===== src/rtl/voice_sweeper.sv =====
// Voice allocator and per-sample channel sweeper for a phase-accumulator bank.
// Note events claim voices; each sample tick walks every channel once and forwards pre-advance phases.
module voice_sweeper #(
    parameter int NUM_BITS     = 32,
    parameter int NUM_CHANNELS = 16,
    parameter int NOTE_BITS    = 7,
    localparam int CHAN_BITS   = $clog2(NUM_CHANNELS)
) (
    input  logic                    clk,
    input  logic                    rst,
    input  logic                    sample_tick,
    input  logic                    note_valid,
    output logic                    note_ready,
    input  logic                    note_on,
    input  logic [NOTE_BITS-1:0]    note_num,
    input  logic [NUM_BITS-1:0]     note_inc,
    output logic [NUM_CHANNELS-1:0] acc_en,
    output logic [NUM_CHANNELS-1:0] acc_clr,
    output logic [NUM_CHANNELS-1:0] curr_note,
    output logic [NUM_BITS-1:0]     phi_in,
    input  logic [NUM_BITS-1:0]     phi_rd,
    output logic [NUM_BITS-1:0]     lut_phase,
    output logic [CHAN_BITS-1:0]    lut_chan,
    output logic                    lut_valid,
    output logic                    sweep_done,
    output logic [NUM_CHANNELS-1:0] voice_active,
    output logic                    drop_pulse,
    output logic                    overrun
);

    typedef enum logic [1:0] {
        IDLE  = 2'd0,
        EVENT = 2'd1,
        SWEEP = 2'd2
    } state_t;

    localparam logic [CHAN_BITS-1:0] LAST_CHAN = CHAN_BITS'(NUM_CHANNELS - 1);

    state_t                  state_q, state_d;
    logic [CHAN_BITS-1:0]    k_q, k_d;
    logic [NUM_CHANNELS-1:0] active_q;
    logic [NOTE_BITS-1:0]    note_q [NUM_CHANNELS];
    logic [NUM_BITS-1:0]     inc_q  [NUM_CHANNELS];

    // Event fields captured at the handshake, consumed in the EVENT cycle.
    logic                    ev_on_q;
    logic [NOTE_BITS-1:0]    ev_num_q;
    logic [NUM_BITS-1:0]     ev_inc_q;

    logic                    hit;
    logic [CHAN_BITS-1:0]    hit_idx;
    logic                    free;
    logic [CHAN_BITS-1:0]    free_idx;

    assign voice_active = active_q;

    // Lowest-index active voice holding the event note, and lowest-index idle voice.
    always_comb begin
        hit      = 1'b0;
        hit_idx  = '0;
        free     = 1'b0;
        free_idx = '0;
        for (int i = NUM_CHANNELS - 1; i >= 0; i--) begin
            if (active_q[i] && (note_q[i] == ev_num_q)) begin
                hit     = 1'b1;
                hit_idx = CHAN_BITS'(i);
            end
            if (!active_q[i]) begin
                free     = 1'b1;
                free_idx = CHAN_BITS'(i);
            end
        end
    end

    always_comb begin
        // NOTE: every output and next-state value gets a default first so no path infers a latch.
        state_d    = state_q;
        k_d        = k_q;
        note_ready = 1'b0;
        acc_en     = '0;
        acc_clr    = '0;
        curr_note  = '0;
        phi_in     = '0;
        drop_pulse = 1'b0;
        overrun    = 1'b0;

        unique case (state_q)
            IDLE: begin
                note_ready = !sample_tick;
                if (sample_tick) begin
                    state_d = SWEEP;
                    k_d     = '0;
                end else if (note_valid) begin
                    state_d = EVENT;
                end
            end
            EVENT: begin
                overrun = sample_tick;
                state_d = IDLE;
                if (ev_on_q) begin
                    if (hit) begin
                        acc_clr[hit_idx] = 1'b1;
                    end else if (free) begin
                        acc_clr[free_idx] = 1'b1;
                    end else begin
                        drop_pulse = 1'b1;
                    end
                end
            end
            SWEEP: begin
                overrun        = sample_tick;
                curr_note[k_q] = 1'b1;
                if (active_q[k_q]) begin
                    acc_en[k_q] = 1'b1;
                    phi_in      = inc_q[k_q];
                end
                if (k_q == LAST_CHAN) begin
                    state_d = IDLE;
                    k_d     = '0;
                end else begin
                    k_d = k_q + CHAN_BITS'(1);
                end
            end
            default: state_d = IDLE;
        endcase

        // Reset silences every strobe in the reset cycle itself, even mid-sweep.
        if (rst) begin
            note_ready = 1'b0;
            acc_en     = '0;
            acc_clr    = '0;
            curr_note  = '0;
            phi_in     = '0;
            drop_pulse = 1'b0;
            overrun    = 1'b0;
        end
    end

    always_ff @(posedge clk) begin
        if (rst) begin
            state_q    <= IDLE;
            k_q        <= '0;
            active_q   <= '0;
            ev_on_q    <= 1'b0;
            ev_num_q   <= '0;
            ev_inc_q   <= '0;
            lut_phase  <= '0;
            lut_chan   <= '0;
            lut_valid  <= 1'b0;
            sweep_done <= 1'b0;
            // NOTE: the voice table is small and must come back empty, so it is reset like any register.
            for (int i = 0; i < NUM_CHANNELS; i++) begin
                note_q[i] <= '0;
                inc_q[i]  <= '0;
            end
        end else begin
            // NOTE: non-blocking assignments keep every register update based on pre-edge values.
            state_q <= state_d;
            k_q     <= k_d;

            if (state_q == IDLE && note_valid && note_ready) begin
                ev_on_q  <= note_on;
                ev_num_q <= note_num;
                ev_inc_q <= note_inc;
            end

            if (state_q == EVENT) begin
                if (ev_on_q) begin
                    if (hit) begin
                        inc_q[hit_idx] <= ev_inc_q;
                    end else if (free) begin
                        active_q[free_idx] <= 1'b1;
                        note_q[free_idx]   <= ev_num_q;
                        inc_q[free_idx]    <= ev_inc_q;
                    end
                end else if (hit) begin
                    active_q[hit_idx] <= 1'b0;
                end
            end

            // One-cycle pipeline from the accumulator read port to the LUT.
            lut_valid  <= (state_q == SWEEP) && active_q[k_q];
            sweep_done <= (state_q == SWEEP) && (k_q == LAST_CHAN);
            if (state_q == SWEEP) begin
                lut_phase <= phi_rd;
                lut_chan  <= k_q;
            end
        end
    end

endmodule


===== config.mk =====
export PLATFORM = sky130hd
export DESIGN_NAME = voice_sweeper
export DESIGN_NICKNAME = d
export VERILOG_FILES = /design/src/rtl/voice_sweeper.sv
export SDC_FILE = /design/constraint.sdc
export NUM_CORES = 1
export LEC_CHECK = 0
export CAP_MARGIN = 20
export CORE_ASPECT_RATIO = 1.75
export CORE_UTILIZATION = 40
export CTS_BUF_LIST = sky130_fd_sc_hd__clkbuf_2 sky130_fd_sc_hd__clkbuf_4 sky130_fd_sc_hd__clkbuf_8
export CTS_CLUSTER_SIZE = 20
export DETAILED_ROUTE_END_ITERATION = 12
export DONT_BUFFER_PORTS = 1
export PLACE_DENSITY_LB_ADDON = 0.1
export SKIP_CTS_REPAIR_TIMING = 1
export SYNTH_ARGS = -nofsm -noshare
export SYNTH_HDL_FRONTEND = slang
export SYNTH_SLANG_ARGS = --single-unit

===== constraint.sdc =====
create_clock -name clk -period 14.32 [get_ports clk]
set_clock_uncertainty 0.05 [all_clocks]
set_input_delay 2.148 -clock clk [delete_from_list [all_inputs] [get_ports clk]]
set_output_delay 2.148 -clock clk [all_outputs]
set_load 0.005 [all_outputs]

### Word level (Yosys, flattened, before mapping)

Memory sizes are Yosys's and may differ from the RTL's. A register that Yosys moved wholly into a read port is not among the register bits.
Index checks and enable logic that the tools add are counted.

| cells by class | value |
|---|---|
| multiplexer cells | 129 |
| add/subtract/negate cells | 1 |
| bitwise operators | 3 |
| equal/unequal tests | 23 |
| magnitude comparators | 6 |
| reductions and logical operators | 35 |

Operators by type and width:

| cell | count |
|---|---|
| $mux W16 | 14 |
| $mux W32 | 5 |
| $mux W4 | 39 |
| $eq A7 B7 Y1 | 16 |
| $reduce_or A32 Y1 | 2 |
| $mux W1 | 61 |
| $logic_and A1 B1 Y1 | 23 |
| $and A16 B16 Y16 | 1 |
| $not A16 Y16 | 1 |
| $or A16 B16 Y16 | 1 |
| $lt A4 B5 Y1 const B | 3 |
| $demux W1 S4 | 3 |
| $ge A4 B1 Y1 const B | 3 |
| $pmux W4 S2 | 1 |
| $mux W7 | 1 |
| $reduce_or A7 Y1 | 1 |
| $mux W2 | 3 |
| $ne A2 B2 Y1 const B | 3 |
| $reduce_bool A2 Y1 | 3 |
| $add A4 B1 Y4 const B | 1 |
| $bmux W1 S4 | 1 |
| $eq A4 B4 Y1 const B | 1 |
| $pmux W2 S2 | 1 |
| $reduce_and A2 Y1 | 2 |
| other kinds (7) | 7 |

| storage, ports and cells | value |
|---|---|
| bits in registers | 100 |
| memory bits (writable) | 624 |
| output and inout port bits | 137 |
| memories kept | 2 |

Memory list:

| name | words | width | rd ports | clocked after memory_dff | write ports | RTL line | source |
|---|---|---|---|---|---|---|---|
| inc_q | 16 | 32 | 1 | 1 | 16 | 43 | `logic [NUM_BITS-1:0] inc_q [NUM_CHANNELS];` |
| note_q | 16 | 7 | 16 | 0 | 16 | 42 | `logic [NOTE_BITS-1:0] note_q [NUM_CHANNELS];` |

### Depth between registers and ports, before layout

| depth | value |
|---|---|
| depth after elaboration | 26 |
| depth in mapped cells | 14 |

### Worst setup path before layout

No wires, ideal clock.

| timing | value |
|---|---|
| path type | input -> register |
| from | in rst |
| to | mem inc_q[14][0], enable pin |
| path slack | 8.194 ns |
| path buffers | 1 |
| data arrival time | 5.610 ns |
| cell stages on the path | 7 |
| library setup time | 0.466 ns |
| cell sequence | clkbuf_1 > inv_2 > nand3_1 > a211oi_1 > o21ai_0 > a221o_1 > o21ai_0 |

RTL lines:

| element | RTL line | source |
|---|---|---|
| start: declaration | 10 | `input logic rst,` |
| end: declaration | 43 |  |

### Worst setup path after layout

| timing | value |
|---|---|
| from | reg ev_num_q[2] |
| to | out acc_clr[5] |

| on the way | value |
|---|---|
| word-level cells in the longest chain between the ends | 26 |

Ends and longest elaborated chain:

| element | RTL line | source |
|---|---|---|
| start: declaration | 47 | `logic [NOTE_BITS-1:0] ev_num_q;` |
| start signal: assignment | 163 | `ev_num_q <= note_num;` |
| $eq A7 B7 Y1 | 64 | `if (active_q[i] && (note_q[i] == ev_num_q)) begin` |
| $logic_and A1 B1 Y1 | 64 |  |
| $mux W4 (16 in a row) | 64 |  |
| $lt A4 B5 Y1 (not written as such) / $ge A4 B1 Y1 (equally long branches) | 102 | `acc_clr[hit_idx] = 1'b1;` |
| $logic_and A1 B1 Y1 (not written as such) | 102 |  |
| $mux W1 (not written as such) | 102 |  |
| $demux W1 S4 | 102 |  |
| $mux W16 * | 101 | `if (hit) begin` |
| $mux W16 * | 100 | `if (ev_on_q) begin` |
| $mux W16 * | 87 | `unique case (state_q)` |
| $mux W16 * | 128 | `if (rst) begin` |
| end: declaration | 18 | `output logic [NUM_CHANNELS-1:0] acc_clr,` |

Every way passes the cells marked *; elsewhere a longest branch is shown, timed or not.

==> impl_metrics.ini <==
[yosys]
synth.most_common_cell = edfxtp_1
synth_common_cells = 624 x edfxtp_1, 393 x and2_1, 230 x nor2b_1, 165 x mux4_2, 113 x nor2_1
synth_area_leaders = edfxtp_1 55%, mux4_2 11%, and2_1 7.3%
async_reset_ff_share_pct = 0
yosysTopAreaCell = edfxtp_1
netlist_area_um2 = 33900
yosysSeqAreaShare_pct = 61.4
synth_area_per_cell_um2 = 14.0
synth_nets = 2496
synth.ff_latch_count = 728
ys.flop_type = edfxtp_1
synth-compound-area-share_pct = 2.77
syn_inst = 2413
yosysUniqueCellTypes = 78
synth_fa_ha_area_share_pct = 0.258
synthMuxAreaShare_pct = 12.1
synthSimpleGateAreaFrac_pct = 17.5
ys.warnings.count = 0
synth_top_area_share_pct = 55.3
synth_edf_count = 624
synthXorXnorAreaFrac_pct = 2.89
synth_top_family_by_area = simple AND/OR/NAND/NOR gates

[floorplan]
die-area_um2 = 85900
die_x_um = 222
io_pins = 213
die_h_um = 387
std_cell_rows = 140
start_util_pct = 40.6
core_area_um2 = 83600

[power]
p_total_w = 0.00451
power_density_nw_per_um2 = 121
vdd_ir_drop_max_uv = 70.8
cellLeakagePower_nw = 12.5

[job]
drv_cap = 0

[worst_setup_path]
end_kind = primary output
crit_top_cell = buf_4
startpoint_type = flip-flop
crit_path_cell_trace = buf_4, xnor2_1, nand4_1, nor2_1, nor4_4, nand4_2, or3_1, nor2_8, a31oi_4, buf_4, inv_1
max_stage_delay_ns = 0.65
cp_max_fo = 33
cp_num_cells = 11
crit_buf_inv = 3
cpLargestDelayFamily = simple AND/OR/NAND/NOR gates
crit_required_ns = 12.12
rr_worst_depth = 10
criticalPathCategory = flip-flop to primary output
cp_slowest_cell = dfxtp_1
arrival_ns = 4.81

[sta]
period_minus_slack_ns = 7.01
min_period_over_period_pct = 48.9
fmax_mhz = 143
relSlewSlack_pct = 32.8
finalMaxSlewViolations = 0
hold_violations = 0
setup_violations = 0
rsz0062_at_grt = false
timing.setup.tns_ns = 0
worst_pin_slew_ns = 1.01

[clock_tree]
cts-htree-levels = 3
cts_sinks = 728
cts_root_buf = clkbuf_8
clk_latency_ns = 0.78
cts_buffers = 112
cts_buffer_depth = 3
cts_tree = yes
path_clk_slew_ns = 0.06

[global_routing]
grt_pass1_wl_um = 143000
grtUsageTotal_pct = 23.3
grt_max_degree = 81
grt_overflow = 0
grt_pass1_vias = 20769
antenna_found_initial = 5

[route]
drt-pass1-iter-count = 5
wl_per_cell_um = 27.8
ant_nets = 0
via_count = 19560
drcViolationCount = 0
postRouteWirelength_um = 99200
via_per_inst = 5.48
drtIter0Drc = 1264

[layout]
syn2layout_area_growth_pct = 10.1
drive_above_1_share_pct = 20.3
layout.nets = 2484

[min_path]
min_path_cells = 2
hp-class = flip-flop to flip-flop

[place]
dp_hpwl_um = 55900
port_buffers = 0
place_congestion = 0.872

[run_status]
status = finished clean
-- power by group --
part           total [W]  internal [W]  leakage [nW]  switching (W)
Combinational   0.000252      0.000108          4.06       0.000143
Clock            0.00183      0.000992          1.27       0.000841
Sequential       0.00243       0.00237          7.22      0.0000547
Total            0.00451       0.00347          12.5        0.00104
-- per-layer routing --
metal / wire, um / track usage [%] / vias up
met4: 3640 / 10.4 / 2
met3: 5260 / 4.17 / 179
met2: 54400 / 43.8 / 639
met5: 13 / 0 / -
met1: 35900 / 25.2 / 10049
li1: - / - / 8691
-- cell families (layout without fill, tap and decap cells) --
family,count (synthesis),in the layout
DFF,728,728
adders and majority gates,7,7
and+or+nand+nor,1013,1013
other,0,6
AOI/OAI and AO/OA,141,141
xor gates and xnor gates,112,112
muxes,202,202
buffers and inverters,210,294
-- cells in the final DEF, fill, tap and decap left out, types with 57 or more instances in the layout --
cell and instances:
mux4_2 165, and2_1 392, nor2b_1 229, nand2_1 108, clkbuf_8 128, nor2_1 113, xnor2_1 88, o21ai_0 62
dfxtp_1 100, clkbuf_4 57, edfxtp_1 624
-- flip-flops by register name, summed over array words and instances (netlist names), named ones only --
register	flops
inc_q	512
k_q	4
ev_inc_q	32
lut_phase	32
sweep_done	1
lut_valid	1
voice_active	16
ev_num_q	7
ev_on_q	1
note_q	112
lut_chan	4
state_q	2
-- worst reg2reg max path, cell delays in order (launching register included) --
cell	delay [ns]
dfxtp_1	0.65
buf_4	0.46
xnor2_1	0.15
nand4_1	0.13
nor2_1	0.18
nor4_4	0.47
nand4_2	0.28
or3_1	0.64
o22ai_4	0.46
buf_4	0.61
nand2b_4	0.79
-- through the flow --
stage	hold slack, ns	cell area (um2)	setup slack [ns]	utilization, %	std cells
after floorplan	0.430	33900	8.19	-	2413
after global placement	0.450	34800	7.23	41.7	3341
after detailed placement	0.461	34900	7.53	41.7	3344
after CTS	0.481	37200	7.24	44.6	3554
after global routing	0.505	37300	7.01	44.6	3563
final	0.477	37300	7.31	44.6	3568
-- area by class of cell --
| type | instances | area (um2) |
|---|---|---|
| tap | 1065 | 1330 |
| inverter | 20 | 75.1 |
| clock buffer | 182 | 2170 |
| fill | 7551 | 46200 |
| multi-input combinational | 1475 | 12200 |
| clock inverter | 28 | 199 |
| antenna | 6 | 15.0 |
| timing repair buffer | 64 | 478 |
| sequential | 728 | 20800 |
-- worst paths after layout --
kind	to	startpoint	slack, ns
worst max-delay path	acc_clr[5]	ev_num_q[2]$_SDFFE_PP0P_	7.31
worst min register to register	lut_phase[2]$_SDFFE_PP0P_	lut_phase[2]$_SDFFE_PP0P_	0.48
worst min-delay path	lut_phase[2]$_SDFFE_PP0P_	lut_phase[2]$_SDFFE_PP0P_	0.48
worst max register to register	inc_q[8][1]$_SDFFCE_PN0P_	ev_num_q[2]$_SDFFE_PP0P_	9.00
Note: power is estimated with default switching activity, not from simulation.
